`src/rtl/pipe_pkg.sv`:
```
// Shared definitions for the pipeline controller: exception codes,
// pipeline-register indices and the controller state encoding.
package pipe_pkg;

   localparam logic [31:0] EXC_INT  = 32'h1;
   localparam logic [31:0] EXC_ADEL = 32'h4;
   localparam logic [31:0] EXC_ADES = 32'h5;
   localparam logic [31:0] EXC_SYS  = 32'h8;
   localparam logic [31:0] EXC_BP   = 32'h9;
   localparam logic [31:0] EXC_RI   = 32'ha;
   localparam logic [31:0] EXC_OV   = 32'hc;
   localparam logic [31:0] EXC_ERET = 32'he;

   localparam int PC_IDX     = 0;
   localparam int IF2ID_IDX  = 1;
   localparam int ID2EX_IDX  = 2;
   localparam int EX2MEM_IDX = 3;
   localparam int MEM2WB_IDX = 4;

   typedef enum logic {
      RUN   = 1'b0,
      DRAIN = 1'b1
   } ctrl_state_t;

endpackage

```
`src/rtl/stall_merge.sv`:
```
// Combinational priority merge of stage stall requests: the most downstream
// requester holds itself and everything upstream and bubbles the next register.
module stall_merge
   import pipe_pkg::*;
#(
   parameter int NREG = 5
) (
   input  logic            if_req_i,
   input  logic            id_req_i,
   input  logic            ex_req_i,
   input  logic            mem_req_i,
   output logic [NREG-1:0] stall_o,
   output logic [NREG-1:0] flush_o
);

   int win;

   always_comb begin
      win     = -1;
      stall_o = '0;
      flush_o = '0;
      // Later assignments override earlier ones, so the downstream stage wins.
      if (if_req_i)  win = PC_IDX;
      if (id_req_i)  win = IF2ID_IDX;
      if (ex_req_i)  win = ID2EX_IDX;
      if (mem_req_i) win = EX2MEM_IDX;
      for (int k = 0; k < NREG; k++) begin
         stall_o[k] = (k <= win);
         flush_o[k] = (win >= 0) && (k == win + 1);
      end
   end

endmodule

```
`src/rtl/pipeline_ctrl.sv`:
```
// Stall/flush sequencer for the 5-stage pipeline with exception/ERET redirect.
// Optional performance counters are enabled with the PIPE_CTRL_PERF_EN macro.
module pipeline_ctrl
   import pipe_pkg::*;
#(
   parameter logic [31:0] EXC_VECTOR = 32'hBFC00380,
   parameter int          NREG       = 5
) (
   input  logic            clk_i,
   input  logic            rst_n_i,
   input  logic            if_stall_req_i,
   input  logic            id_stall_req_i,
   input  logic            ex_stall_req_i,
   input  logic            mem_stall_req_i,
   input  logic            if_busy_i,
   input  logic [31:0]     exc_type_i,
   input  logic [31:0]     cp0_epc_i,
`ifdef PIPE_CTRL_PERF_EN
   output logic [31:0]     perf_if_o,
   output logic [31:0]     perf_id_o,
   output logic [31:0]     perf_ex_o,
   output logic [31:0]     perf_mem_o,
   output logic [31:0]     perf_exc_o,
`endif
   output logic [NREG-1:0] stall_o,
   output logic [NREG-1:0] flush_o,
   output logic            pc_load_o,
   output logic [31:0]     new_pc_o,
   output logic            busy_o
);

   ctrl_state_t     state_q, state_d;
   logic [31:0]     target_q, target_d;
   logic [31:0]     exc_target;
   logic [NREG-1:0] merge_stall, merge_flush;

   stall_merge #(.NREG(NREG)) u_stall_merge (
      .if_req_i  (if_stall_req_i),
      .id_req_i  (id_stall_req_i),
      .ex_req_i  (ex_stall_req_i),
      .mem_req_i (mem_stall_req_i),
      .stall_o   (merge_stall),
      .flush_o   (merge_flush)
   );

   assign exc_target = (exc_type_i == EXC_ERET) ? cp0_epc_i : EXC_VECTOR;

   always_ff @(posedge clk_i or negedge rst_n_i) begin
      if (!rst_n_i) begin
         state_q  <= RUN;
         target_q <= '0;
      end else begin
         state_q  <= state_d;
         target_q <= target_d;
      end
   end

   always_comb begin
      state_d   = state_q;
      target_d  = target_q;
      stall_o   = '0;
      flush_o   = '0;
      pc_load_o = 1'b0;
      new_pc_o  = '0;
      busy_o    = 1'b0;
      case (state_q)
         RUN: begin
            if (exc_type_i != '0) begin
               flush_o         = '1;
               flush_o[PC_IDX] = 1'b0;
               if (!if_busy_i) begin
                  pc_load_o = 1'b1;
                  new_pc_o  = exc_target;
               end else begin
                  // Redirecting now would let the in-flight fetch land on the new path.
                  target_d = exc_target;
                  state_d  = DRAIN;
               end
            end else begin
               stall_o = merge_stall;
               flush_o = merge_flush;
            end
         end
         DRAIN: begin
            busy_o             = 1'b1;
            stall_o[PC_IDX]    = 1'b1;
            flush_o[IF2ID_IDX] = 1'b1;
            if (!if_busy_i) begin
               pc_load_o = 1'b1;
               new_pc_o  = target_q;
               state_d   = RUN;
            end
         end
         default: state_d = RUN;
      endcase
   end

`ifdef PIPE_CTRL_PERF_EN
   logic        run_idle, exc_acc;
   logic [31:0] perf_if_q, perf_id_q, perf_ex_q, perf_mem_q, perf_exc_q;

   assign run_idle = (state_q == RUN) && (exc_type_i == '0);
   assign exc_acc  = (state_q == RUN) && (exc_type_i != '0);

   // The single set flush bit of the merge identifies the winning source.
   always_ff @(posedge clk_i or negedge rst_n_i) begin
      if (!rst_n_i) begin
         perf_if_q  <= '0;
         perf_id_q  <= '0;
         perf_ex_q  <= '0;
         perf_mem_q <= '0;
         perf_exc_q <= '0;
      end else begin
         if (run_idle && merge_flush[IF2ID_IDX])  perf_if_q  <= perf_if_q + 32'd1;
         if (run_idle && merge_flush[ID2EX_IDX])  perf_id_q  <= perf_id_q + 32'd1;
         if (run_idle && merge_flush[EX2MEM_IDX]) perf_ex_q  <= perf_ex_q + 32'd1;
         if (run_idle && merge_flush[MEM2WB_IDX]) perf_mem_q <= perf_mem_q + 32'd1;
         if (exc_acc)                             perf_exc_q <= perf_exc_q + 32'd1;
      end
   end

   assign perf_if_o  = perf_if_q;
   assign perf_id_o  = perf_id_q;
   assign perf_ex_o  = perf_ex_q;
   assign perf_mem_o = perf_mem_q;
   assign perf_exc_o = perf_exc_q;
`endif

endmodule
```
`config.mk`:
```
export PLATFORM = sky130hd
export DESIGN_NAME = pipeline_ctrl
export DESIGN_NICKNAME = d
export VERILOG_FILES = /design/src/rtl/pipe_pkg.sv /design/src/rtl/stall_merge.sv /design/src/rtl/pipeline_ctrl.sv
export SDC_FILE = /design/constraint.sdc
export NUM_CORES = 1
export LEC_CHECK = 0
export CORE_UTILIZATION = 34
export DETAILED_ROUTE_END_ITERATION = 16
export PLACE_DENSITY = 0.86
export SLEW_MARGIN = 5
export SYNTH_ARGS = -nofsm -noshare
export SYNTH_HDL_FRONTEND = slang
export SYNTH_SLANG_ARGS = --single-unit
```
`constraint.sdc`:
```
create_clock -name clk_i -period 3.2 [get_ports clk_i]
set_clock_uncertainty 0.1 [all_clocks]
set_input_delay 0.96 -clock clk_i [delete_from_list [all_inputs] [get_ports clk_i]]
set_output_delay 0.96 -clock clk_i [all_outputs]
set_load 0.01 [all_outputs]
```
Word level (Yosys, flattened, before mapping)
Index checks and enable logic that the tools add are counted.
- bits in writable memories: 0
- bits in latches: 0
- input port bits: 71
- memories kept: 0
- output and inout port bits: 44
- flip-flop bits (word level): 33
- memory bits (read-only): 0
- word-level logic and storage cells: 46
- reductions and logical operators: 8
- order comparisons: 6
- multiply operators: 0
- divide/modulo/power cells: 0
- eq/ne operators: 5
- add/sub/neg operators: 1
- bitwise logic cells: 1
- muxes and demuxes: 23
- shift-type cells: 0
- operators by type and width (cell ; count):
    2-to-1 mux 32 bit ; 8
    equality test 3 x 32 -> 1 bit (first input constant) ; 2
    less-or-equal comparator 3 x 32 -> 1 bit (first input constant) ; 2
    case mux 32 bit (2 select lines) ; 1
    adder 32 x 2 -> 32 bit (second input constant) ; 1
    equality test 2 x 32 -> 1 bit (first input constant) ; 1
    equality test 32 x 4 -> 1 bit (second input constant) ; 1
    equality test 4 x 32 -> 1 bit (first input constant) ; 1
    >= comparator 32 x 1 -> 1 bit (second input constant) ; 1
    less-or-equal comparator 1 x 32 -> 1 bit (first input constant) ; 1
    less-or-equal comparator 2 x 32 -> 1 bit (first input constant) ; 1
    less-or-equal comparator 4 x 32 -> 1 bit (first input constant) ; 1
    zero test 32 bit ; 1
    nonzero test 32 bit ; 1
    2-to-1 mux 5 bit ; 2
    case mux 1 bit (2 select lines) ; 4
    2-to-1 mux 1 bit ; 6
    logical AND 1 bit ; 5
    2-to-1 mux 4 bit ; 1
    2-to-1 mux 3 bit ; 1
    AND reduction 3 bit ; 1
    NOT 1 bit ; 1

Logic depth before layout (Yosys ltp)
- depth after elaboration: 9
- mapped depth: 8
- depth with buffers taken out: 8

Cells and area by module
A second synthesis with hierarchy kept.
- cell total of the unflattened synthesis: 175
- area total of the unflattened synthesis: 1950.6 um^2
- modules (own cells, without submodules) (module ; sequential area each (um^2) ; cells each ; times used ; area an instance (um^2)):
    pipeline_ctrl ; 825.8 ; 153 ; 1 ; 1785.5
    stall_merge ; 0.0 ; 22 ; 1 ; 165.2

Worst setup path before layout
Ideal clock, no wire load.
- path kind: input to output
- start: in exc_type_i[31]
- end: out new_pc_o[22]
- buffers on the path: 1
- path slack: -103 ps
- stages: 5
- data required time: 2140 ps
- data arrival time: 2243 ps
- path through: nor4_2 > nand4_1 > o31a_1 > buf_6 > a221o_1
- word-level cells in the longest chain between the ends: 5
- elaborated cells between the ends (all ways): 6
- classes of those cells: 1 x eq/ne; 4 x mux; 1 x reduce/logical
- RTL lines (what ; RTL line ; text):
    start, declared ; pipeline_ctrl.sv:16 ; input logic [31:0] exc_type_i,
    equality test 32 x 4 -> 1 bit ; pipeline_ctrl.sv:46 ; assign exc_target = (exc_type_i == EXC_ERET) ? cp0_epc_i : EXC_VECTOR;
    2-to-1 mux 32 bit ; pipeline_ctrl.sv:46 ;
    2-to-1 mux 32 bit ; pipeline_ctrl.sv:71 ; if (!if_busy_i) begin
    2-to-1 mux 32 bit * ; pipeline_ctrl.sv:68 ; if (exc_type_i != '0) begin
    case mux 32 bit (2 select lines) * ; pipeline_ctrl.sv:66 ; case (state_q)
    end, declared ; pipeline_ctrl.sv:28 ; output logic [31:0] new_pc_o,
Mark *: on every way between the ends. The rest lies on a longest branch, timed or not.

Worst setup path after layout
- start: in exc_type_i[24]
- end: out new_pc_o[7]
Same word-level chain as after synthesis.

==> reports/results.txt <==
CTS tree -> yes
Hold Path Origin -> target_q[28]$_DFFE_PN0P_
Leak -> 0.00162 uW
Avg Vias per Cell -> 5.67
DP HPWL -> 4.37 mm
first-pass GRT wire length -> 11.0 mm
RSZ-0062 raised after global routing -> true
clock share of power -> 37.8%
min-delay worst type -> reg -> reg
Pint -> 807 uW
P_sw -> 268 uW
maximum vdd drop -> 169 uV
I/O Pins -> 115
GP Congestion -> 0.791
crit end category -> output port
share of total power in combinational logic -> 23.3%
synthesized flop and latch total -> 33
Die H -> 76.3 um
hold path depth -> 1
initial detailed-routing violation count -> 120
mapped cell area -> 1880 um^2
Synth Warn # -> 0
synthesized instance count -> 170
Crit Reg-Reg Endpoint -> target_q[8]$_DFFE_PN0P_
cell family with most CP delay -> compound AO/OA/AOI/OAI gates
initial antenna violation count -> 0
WS Path Type -> in -> out
Rows -> 26
placed cell count -> 363
ys async rst share -> 100%
total negative slack -> -11,550 ps
core area -> 5200 um^2
failing checks -> setup timing
Sequential Power Share -> 38.9%
Clock Path Buffers -> 2
Routed Antenna Nets -> 0
Die ar. -> 5820 um^2
setup slack, reg-to-reg -> 1360 ps
largest net degree at the start of global routing -> 34
dominant cells by area after synthesis -> dfrtp_1, a22o_1, a221o_1
top cell type's share of synthesized area -> 44.0%
Total Wirelength -> 7.68 mm
Final Cycle Share -> 111%
clk root buf -> clkbuf_8
total CTS buffers -> 5
CP max stage cell -> o31a_4
sw frac -> 24.9%
Syn Area/Cell -> 11.0 um^2
Req. time, crit path -> 2140 ps
routed via count -> 2,206
syn_nets -> 244
Finished Layout Cells -> 389
final hold violation count -> 0
Port Buf Inserts -> 113
Final #Nets -> 392
share of cells above drive strength 1 -> 49.5%
r2r worst-path depth -> 4
Diodes inserted -> 0
initial core utilization -> 36.1%
vias in the first global route -> 2,240
# setup viols final -> 42
dominant synthesized flop cell -> dfrtp_1
Synth top cells by count -> a22o_1, dfrtp_1, a221o_1, o22a_1, clkbuf_1
Placement Setup Slack -> -1270 ps
Slew headroom -> 49.3%
CTS H-tree lvls -> 2
cell taking the most area after synthesis -> dfrtp_1
synth unique cells -> 29
Cell Area, Placed -> 3290 um^2
Min Hold Slack -> 409 ps
worst slew pin tran -> 761 ps
hold endpoint -> target_q[28]$_DFFE_PN0P_
hold buffer count at cts -> 0
post-synthesis sequential area ratio -> 44.0%
crit path cell chain -> dlygate4sd2_1 -> nor2_1 -> nand4_1 -> buf_6 -> o31a_4 -> a221o_1 -> buf_2
FMAX -> 281 MHz
grt total ovfl -> 0
pwr dens -> 293 nW/um^2
all-layer global routing usage -> 24.1%
min cycle time layout -> 3560 ps
CP Buf/Inv Count -> 3
crit path DAT -> 2500 ps
outcome -> finished with violations
setup ws final -> -357 ps
RR Startpoint -> state_q$_DFF_PN0_
die width -> 76.3 um
max incr delay on CP -> 380 ps
CTS sink cnt -> 33
Max FO, Critical Path -> 6
post-route cell area -> 3670 um^2
MaxCap Viol Count -> 0
DRC -> 0
Synth-to-Final Area Change -> 95.2%
drt pass-1 iters -> 4
Worst-Skew Late Latency -> 270 ps
EDFF count, synth -> 0
wire per inst -> 19.7 um
CTS clk-pin slew, worst paths -> 60 ps
Final Slew Violations -> 0
crit start category -> input pin
cell with the most instances after synthesis -> a22o_1
-- per-layer routing --
metal	routed length, um	vias up	global-route usage [%]
met4	201	0	6.54
met1	2880	1094	28.3
met2	4140	105	44.1
met5	0	-	0
met3	464	17	4.79
li1	-	990	-
-- placed cells by master, fill, tap and decap left out, types with 4 or more instances in the layout --
master	Yosys	routed
a221o_1	12	12
a22o_1	40	40
buf_12	0	4
buf_2	3	44
buf_4	1	29
buf_6	1	30
clkbuf_8	0	6
clkdlybuf4s15_1	0	6
clkdlybuf4s50_1	0	33
dfrtp_1	33	33
dlygate4sd2_1	0	4
nor2_4	0	5
nor4_4	0	7
o22a_1	12	12
-- state kept, by name, summed over array words and instances, names as in the netlist --
| register | cells |
|---|---|
| target_q | 32 |
| state_q | 1 |
-- worst max-delay path by stage --
stage,from,cells after the start,slack [ps],to
floorplan,exc_type_i[20],5,-70,new_pc_o[22]
global placement,exc_type_i[2],5,-1130,new_pc_o[7]
detailed placement,exc_type_i[2],5,-1270,new_pc_o[7]
CTS,exc_type_i[21],7,-290,new_pc_o[7]
global route,exc_type_i[24],7,-430,new_pc_o[7]
finish,exc_type_i[24],7,-360,new_pc_o[7]
-- logic make-up after synthesis --
logic type,Yosys count,share of synthesized area [%]
fa+ha+maj,3,2.00
flops,33,44.0
simple gates,44,16.0
compound gates,71,33.4
buf+inv,18,4.40
other cells,1,0.200
-- power by group through the flow --
stage               clock network (uW)  logic, uW  registers [uW]
global placement                     0        229             426
floorplan                            0       63.2             426
finish                             407        250             418
CTS                                406        234             418
global route                       435        265             418
detailed placement                   0        235             426
-- layout make-up --
cell class                 instances  area (um^2)
multi-input combinational        120         1260
sequential                        33          826
timing repair buffer             156         1370
clock buffer                       7         86.3
tap                               70         87.6
inverter                           2         7.51
clock inverter                     1         30.0
fill                             385         1540
-- per-stage QoR --
step | util, % | power [uW]
floorplan | - | 489
global placement | 63.3 | 655
detailed placement | 63.3 | 660
CTS | 67.8 | 1060
global route | 70.4 | 1120
finish | 70.4 | 1080
-- what timing repair did --
item | 4_1_cts | 5_1_grt
setup endpoints to repair | 42 | 42
cloned | 3 | 0
setup buffers | 12 | 5
pin swaps | 30 | 8
endpoints found under the hold margin | 0 | 0
resized for setup | 346 | 25
Power figures use the tool's default switching activity.
